--- src/rtl/pc_seq.sv ---
// Program counter sequencer: reset vector, sequential advance, stall, aligned redirect.
// Optional exception entry/return with saved EPC when PC_EXC_EN is defined.
module pc_seq #(
  parameter int unsigned       ADDR_W    = 32,
  parameter int unsigned       STEP      = 4,
  parameter logic [ADDR_W-1:0] RESET_VEC = '0,
  parameter logic [31:0]       EXC_VEC   = 32'h0000_0180
) (
  input  logic              clk,
  input  logic              rst,
  input  logic              stall_i,
  input  logic              redir_i,
  input  logic [ADDR_W-1:0] redir_addr_i,
  input  logic              exc_i,
  input  logic              eret_i,
  output logic [ADDR_W-1:0] pc_o,
  output logic              pc_valid_o,
  output logic              misalign_o,
  output logic [ADDR_W-1:0] epc_o
);

  typedef enum logic {
    ST_BOOT,
    ST_RUN
  } state_t;

  localparam logic [ADDR_W-1:0] STEP_V   = ADDR_W'(STEP);
  localparam logic [ADDR_W-1:0] LOW_MASK = ADDR_W'(STEP - 1);

  state_t state;

`ifdef PC_EXC_EN
  localparam logic [ADDR_W-1:0] EXC_V = ADDR_W'(EXC_VEC);

  logic [ADDR_W-1:0] epc_q;

  always_ff @(posedge clk) begin
    if (rst) begin
      epc_q <= '0;
    end else if (state == ST_RUN && exc_i) begin
      epc_q <= pc_o;
    end
  end

  assign epc_o = epc_q;
`else
  logic unused_exc;
  assign unused_exc = ^{exc_i, eret_i, EXC_VEC};
  assign epc_o      = '0;
`endif

  always_ff @(posedge clk) begin
    if (rst) begin
      state      <= ST_BOOT;
      pc_o       <= RESET_VEC;
      pc_valid_o <= 1'b0;
      misalign_o <= 1'b0;
    end else begin
      case (state)
        // First edge out of reset presents RESET_VEC as valid without advancing.
        ST_BOOT: begin
          state      <= ST_RUN;
          pc_o       <= RESET_VEC;
          pc_valid_o <= 1'b1;
          misalign_o <= 1'b0;
        end
        ST_RUN: begin
          misalign_o <= 1'b0;
`ifdef PC_EXC_EN
          if (exc_i) begin
            pc_o <= EXC_V;
          end else if (eret_i) begin
            pc_o <= epc_q;
          end else
`endif
          if (redir_i) begin
            pc_o       <= redir_addr_i & ~LOW_MASK;
            misalign_o <= |(redir_addr_i & LOW_MASK);
          end else if (!stall_i) begin
            pc_o <= pc_o + STEP_V;
          end
        end
        default: begin
          state      <= ST_BOOT;
          pc_o       <= RESET_VEC;
          pc_valid_o <= 1'b0;
          misalign_o <= 1'b0;
        end
      endcase
    end
  end

endmodule
--- config.mk ---
export PLATFORM = sky130hd
export DESIGN_NAME = pc_seq
export DESIGN_NICKNAME = d
export VERILOG_FILES = /design/src/rtl/pc_seq.sv
export SDC_FILE = /design/constraint.sdc
export NUM_CORES = 1
export LEC_CHECK = 0
export CELL_PAD_IN_SITES_DETAIL_PLACEMENT = 0
export CELL_PAD_IN_SITES_GLOBAL_PLACEMENT = 1
export CORE_MARGIN = 1.5
export CORE_UTILIZATION = 26
export CTS_BUF_LIST = sky130_fd_sc_hd__clkbuf_4
export DETAILED_ROUTE_END_ITERATION = 7
export GPL_ROUTABILITY_DRIVEN = 0
export PLACE_DENSITY_LB_ADDON = 0.3
export SYNTH_ARGS = -nofsm -noshare
export SYNTH_HDL_FRONTEND = slang
export SYNTH_SLANG_ARGS = --single-unit
--- constraint.sdc ---
create_clock -name clk -period 1.85 [get_ports clk]
set_clock_uncertainty 0.15 [all_clocks]
set_input_delay 0.185 -clock clk [delete_from_list [all_inputs] [get_ports clk]]
set_output_delay 0.185 -clock clk [all_outputs]
set_load 0.03 [all_outputs]
==> run_results.csv, run 1 <==
group,metric,value,unit
worst_setup_path,path_delay_family,"buffers and inverters",
yosys,yosysWarnings,0,
pwr,seq_power_share,0.472,
pwr,ir_drop,0.0001854,V
pwr,share_comb_of_total_power,0.257,
sta,rsz0062_at_grt,"true",
final_layout,n_antenna_cell,0,
global_routing,grt_max_degree,32,
yosys,synth_edf_count,0,
sta,max_freq,0.5577,GHz
floorplanning,die_x,92.35,µm
yosys,synth.area.top_cells,"dfxtp_1 (32%), buf_4 (12%), xor2_1 (5.5%), a21oi_1 (5.1%), xnor2_1 (5.1%)",
floorplanning,die_h,92.35,µm
final_layout,fin_nets,400,
clock_network,cts_buffers,5,
global_routing,gr-total-overflow,0,
sta,finalMaxSlewViolations,0,
floorplanning,core_area,0.007727,mm²
worst_setup_path,end_kind,"output port",
placed_design,io_buffers,67,
route,drt_wl_total,6150,µm
clock_network,clk_pin_slew,110,ps
clock_network,clockBufferDepth,2,
clock_network,cts_hold_buffers,0,
clock_network,cts_htree_levels,2,
worst_setup_path,cp-start-kind,"register",
pwr,internal_power,1.083,mW
global_routing,grtUsageTotal,0.1437,
yosys,ys_async_sr_fraction,0,
global_routing,grt_pass1_wl,9646,µm
clock_network,clkSinkCount,33,
final_layout,area_growth,52.44,%
pwr,p_switching,0.5363,mW
floorplanning,io_pins,104,
clock_network,root_buffer,"clkbuf_4",
sta,setup_viol,0,
pwr,powerDensity,511.7,mW/mm²
placed_design,placed_cells,451,
worst_setup_path,cp_slowest_stage_delay,660,ps
route,dr.first_iter.drc_count,75,
yosys,yosys.cell_types.count,39,
route,drc,0,
yosys,ys_ff_latch,33,
yosys,synth_top_area_share,0.3183,
sta,hold_viol,0,
worst_setup_path,cp_data_arrival_time,1460,ps
placed_design,dp_hpwl,4651,µm
route,wire_per_inst,13.25,µm
floorplanning,start_util,0.2686,
global_routing,grt_pass1_vias,1985,
worst_setup_path,path_cells,"buf_4 > clkdlybuf4s50_1",
clock_network,cts_tree,"done",
worst_setup_path,critPathKind,"register to output port",
route,first_pass_iters,4,
yosys,ys_seq_area_frac,0.3183,
worst_hold_path,hp-class,"input port to register",
pwr,clockPowerShare,0.271,
yosys,synth_top_area_cell,"dfxtp_1",
pwr,leakagePower,1.372,nW
worst_setup_path,cp_num_buf_inv,2,
route,vias,2039,
outcome,run_status,"complete, no violations",
yosys,netlist_instances,255,
yosys,netlist_area,0.002076,mm²
worst_setup_path,crit_path_top_delay_cell,"clkdlybuf4s50_1",
flow_run,max-cap-violations,0,
floorplanning,rows,32,
sta,min_period_over_period,0.9693,
final_layout,final_util,0.4095,
yosys,synth_ff_type,"dfxtp_1",
final_layout,layout_common_cells,"clkdlybuf4s50_1 (54), buf_4 (41), conb_1 (34), nor2_1 (21), a21oi_1 (21)",
worst_setup_path,cp_max_fo,4,
global_routing,antenna_found_initial,0,
final_layout,layout_commonest_cell,"clkdlybuf4s50_1",
final_layout,drive_gt1_frac,0.2265,
yosys,syn_avg_cell_area,8.140,µm²
route,vias_per_cell,4.394,
route,ant_nets,0,
sta,hold_ws,230.5,ps
final_layout,instances_no_fill,464,
clock_network,clk_latency,340,ps
worst_setup_path,r2r_slack,70,ps
floorplanning,die_area,0.008529,mm²
pwr,switching_share,0.3312,
sta,min_period,1793,ps
worst_setup_path,crit_required,1510,ps
-- synth_stat cells, types with 3 or more instances --
library cell  count
buf_4            34
dfxtp_1          33
nor2_1           22
a21oi_1          21
nand2_1          16
o21ai_0          15
nand3_1          13
xor2_1           13
xnor2_1          12
nor3_1            9
clkbuf_1          7
inv_1             7
nand4_1           7
a22o_1            6
and3_1            4
nand3_2           3
-- stage by stage --
step                      power [mW]  worst slack [ps]  instance area, µm²  setup TNS [ps]
after floorplan                1.066             1.986                2226               0
after global placement         1.198            -73.54                3025          -331.9
after detailed placement       1.198            -73.54                3025          -352.7
after CTS                      1.634             5.712                3074               0
after global routing           1.702            -31.28                3164          -59.08
final                          1.619             56.81                3164               0
-- final timing paths --
kind,startpoint,endpoint,cells after the start
hold reg to reg,pc_valid_o,pc_valid_o,2
setup / recovery,pc_o[18],pc_o[18],2
hold / removal,redir_addr_i[10],pc_o[10],3
setup reg to reg,pc_o[4],pc_o[21],5
-- registers in the layout, indices dropped and copies added, names as in the netlist --
name / flops
pc_o: 30
misalign_o: 1
pc_valid_o: 1
state: 1
-- per-layer routing --
metal,up-vias,GRT usage,part of all wire
met2,68,0.2384,0.48
met1,920,0.1813,0.46
met4,0,0.04359,0.011
li1,1044,-,-
met3,7,0.03777,0.055
met5,-,0,0
-- logic make-up after synthesis --
group           count (synthesis)  share of synthesized area
compound gates                 52                     0.1519
xor+xnor                       25                     0.1055
fa+ha+maj                       1                   0.006027
buf+inv                        50                     0.1519
flops                          33                     0.3183
mux                             2                   0.009645
other cells                     1                   0.001807
simple gates                   91                     0.2550
-- cell type report --
| class | count | area (µm²) |
|---|---|---|
| sequential | 33 | 694.4 |
| clock buffer | 7 | 52.55 |
| multi-input combinational | 205 | 1251 |
| tap | 102 | 127.6 |
| inverter | 7 | 26.28 |
| timing repair buffer | 109 | 1008 |
| fill | 835 | 4563 |
| clock inverter | 1 | 3.754 |
-- what timing repair did --
item | in CTS | in global routing
pin swaps | 0 | 5
buffers inserted | 0 | 5
endpoints found under the hold margin | 0 | 0
resized for setup | 6 | 15
endpoints found under the setup margin | 6 | 18
-- tightest hold or removal path, delay by kind of cell --
| kind | cells | cell delay [ps] |
|---|---|---|
| buffers and inverters | 1 | 390 |
| AO/OA/AOI/OAI | 1 | 50 |
| AND/OR/NAND/NOR | 1 | 60 |
-- power groups by stage --
| stage | logic [mW] | clock network [mW] | registers (mW) |
|---|---|---|---|
| 2_1_floorplan | 0.229 | 0 | 0.837 |
| 3_3_place_gp | 0.414 | 0 | 0.784 |
| 3_5_place_dp | 0.414 | 0 | 0.784 |
| 4_1_cts | 0.412 | 0.454 | 0.768 |
| 5_1_grt | 0.444 | 0.489 | 0.769 |
| 6_report | 0.416 | 0.440 | 0.764 |
(Power assumes the default switching activity.)
==> inputs of run 2 (changes only) <==
Settings changed: SETUP_SLACK_MARGIN set to 0.2.
==> run_results.csv, run 2 (synthesized netlist as in run 1, its figures left out) <==
group,metric,value,unit
outcome,run_status,"complete, no violations",
sta,finalMaxSlewViolations,0,
floorplanning,io_pins,104,
worst_setup_path,cp_num_buf_inv,0,
final_layout,layout_commonest_cell,"buf_4",
worst_hold_path,hp-class,"input port to register",
sta,worst_pin_slew,513.2,ps
worst_setup_path,cp-start-kind,"register",
clock_network,cts_htree_levels,2,
sta,min_period_over_period,0.9508,
worst_setup_path,cp_slowest_stage_delay,530,ps
floorplanning,die_h,92.35,µm
final_layout,area_growth,58.47,%
clock_network,cts_tree,"done",
sta,maxSlewHeadroom,0.6566,
global_routing,antenna_found_initial,0,
route,wire_per_inst,13.84,µm
worst_setup_path,cp_data_arrival_time,1840,ps
placed_design,placed_cell_area,0.002994,mm²
final_layout,layout_common_cells,"buf_4 (42), clkdlybuf4s50_1 (35), conb_1 (34), dlygate4sd2_1 (32), a21oi_1 (21)",
clock_network,root_buffer,"clkbuf_4",
clock_network,clk_pin_slew,110,ps
worst_setup_path,critPathKind,"register to register",
final_layout,largest_reg_flops,30,
floorplanning,die_area,0.008529,mm²
global_routing,grt_max_degree,24,
floorplanning,die_x,92.35,µm
floorplanning,start_util,0.2686,
worst_setup_path,path_cells,"nand4_1 > or4_4 > nor4_4 > xnor2_1 > a21oi_1",
global_routing,gr-total-overflow,0,
route,drc,0,
route,first_pass_iters,4,
sta,hold_viol,0,
global_routing,grt_pass1_vias,1967,
flow_run,max-cap-violations,0,
placed_design,dp_hpwl,4706,µm
sta,rsz0062_at_grt,"true",
clock_network,clockBufferDepth,2,
sta,setup_viol,0,
final_layout,regMostFlops,"pc_o",
route,vias_per_cell,4.448,
worst_setup_path,end_kind,"register",
sta,hold_ws,246.8,ps
clock_network,clkSinkCount,33,
pwr,powerDensity,487.0,mW/mm²
final_layout,final_util,0.4257,
pwr,ir_drop,0.0001716,V
sta,max_freq,0.5685,GHz
final_layout,drive_gt1_frac,0.2795,
floorplanning,core_area,0.007727,mm²
sta,min_period,1759,ps
final_layout,final_area,0.003289,mm²
worst_setup_path,crit_path_top_delay_cell,"or4_4",
clock_network,clk_latency,330,ps
clock_network,cts_buffers,5,
worst_setup_path,cp_max_fo,4,
worst_setup_path,path_delay_family,"simple AND/OR/NAND/NOR gates",
route,drt_wl_total,6465,µm
final_layout,n_antenna_cell,0,
clock_network,cts_hold_buffers,0,
global_routing,grt_pass1_wl,9708,µm
final_layout,fin_nets,403,
global_routing,grtUsageTotal,0.1467,
route,dr.first_iter.drc_count,81,
worst_setup_path,crit_required,1930,ps
floorplanning,rows,32,
route,vias,2077,
route,ant_nets,0,
placed_design,io_buffers,67,
pwr,leakagePower,1.415,nW
[run 2: cell types whose count changed in the layout (fill, tap and decap cells not counted), sizes merged]
cell           before  now
clkbuf              7    8
dlymetal6s2s        7    0
clkinv              1    0
dlygate4sd2         6   32
clkdlybuf4s50      54   35
buf                42   45
[run 2: per-stage QoR]
step	power [mW]	TNS, ps	setup slack [ps]	std cells
3_3_place_gp	1.179	-266.0	-61.35	442
2_1_floorplan	1.054	0	89.80	288
4_1_cts	1.615	0	92.37	456
6_report	1.602	0	91.03	467
3_5_place_dp	1.181	-409.1	-94.30	442
5_1_grt	1.685	0	42.78	467
[run 2: worst register-to-register path: stages, from the launching register on]
cell     delay (ps)
dfxtp_4         390
nand4_1         190
or4_4           530
nor4_4          180
xnor2_1         140
a21oi_1          80
[run 2: what timing repair did]
item,4_1_cts,5_1_grt
buffers inserted,6,11
endpoints found under the setup margin,50,21
gates resized for setup,45,18
pin swaps,6,7
[run 2: per-layer routing]
layer | up-vias | GRT usage | wire (µm)
li1 | 1042 | - | -
met1 | 959 | 0.1857 | 2942
met2 | 67 | 0.2512 | 3153
met3 | 9 | 0.03120 | 297
met4 | 0 | 0.03846 | 71
met5 | - | 0 | 0
[run 2: final timing paths]
kind	startpoint	end	slack, ps	cells after the start
max	pc_o[5]	pc_o[21]	90	5
min	redir_addr_i[8]	pc_o[8]	250	3
min reg2reg	pc_valid_o	pc_valid_o	310	2
max reg2reg	pc_o[5]	pc_o[21]	90	5
[run 2: final cells by class]
cell class	count	area [µm²]
clock buffers	8	60.06
repair buffers	112	979.7
multi-input cells	205	1366
well taps	102	127.6
flip-flops and latches	33	729.5
fillers	817	4438
inverters	7	26.28
[run 2: where the power goes]
part | leakage (nW) | switching (mW) | internal, mW
registers | 0.284 | 0.0318 | 0.723
clock network | 0.0368 | 0.249 | 0.196
logic | 1.09 | 0.247 | 0.155
total | 1.41 | 0.528 | 1.07
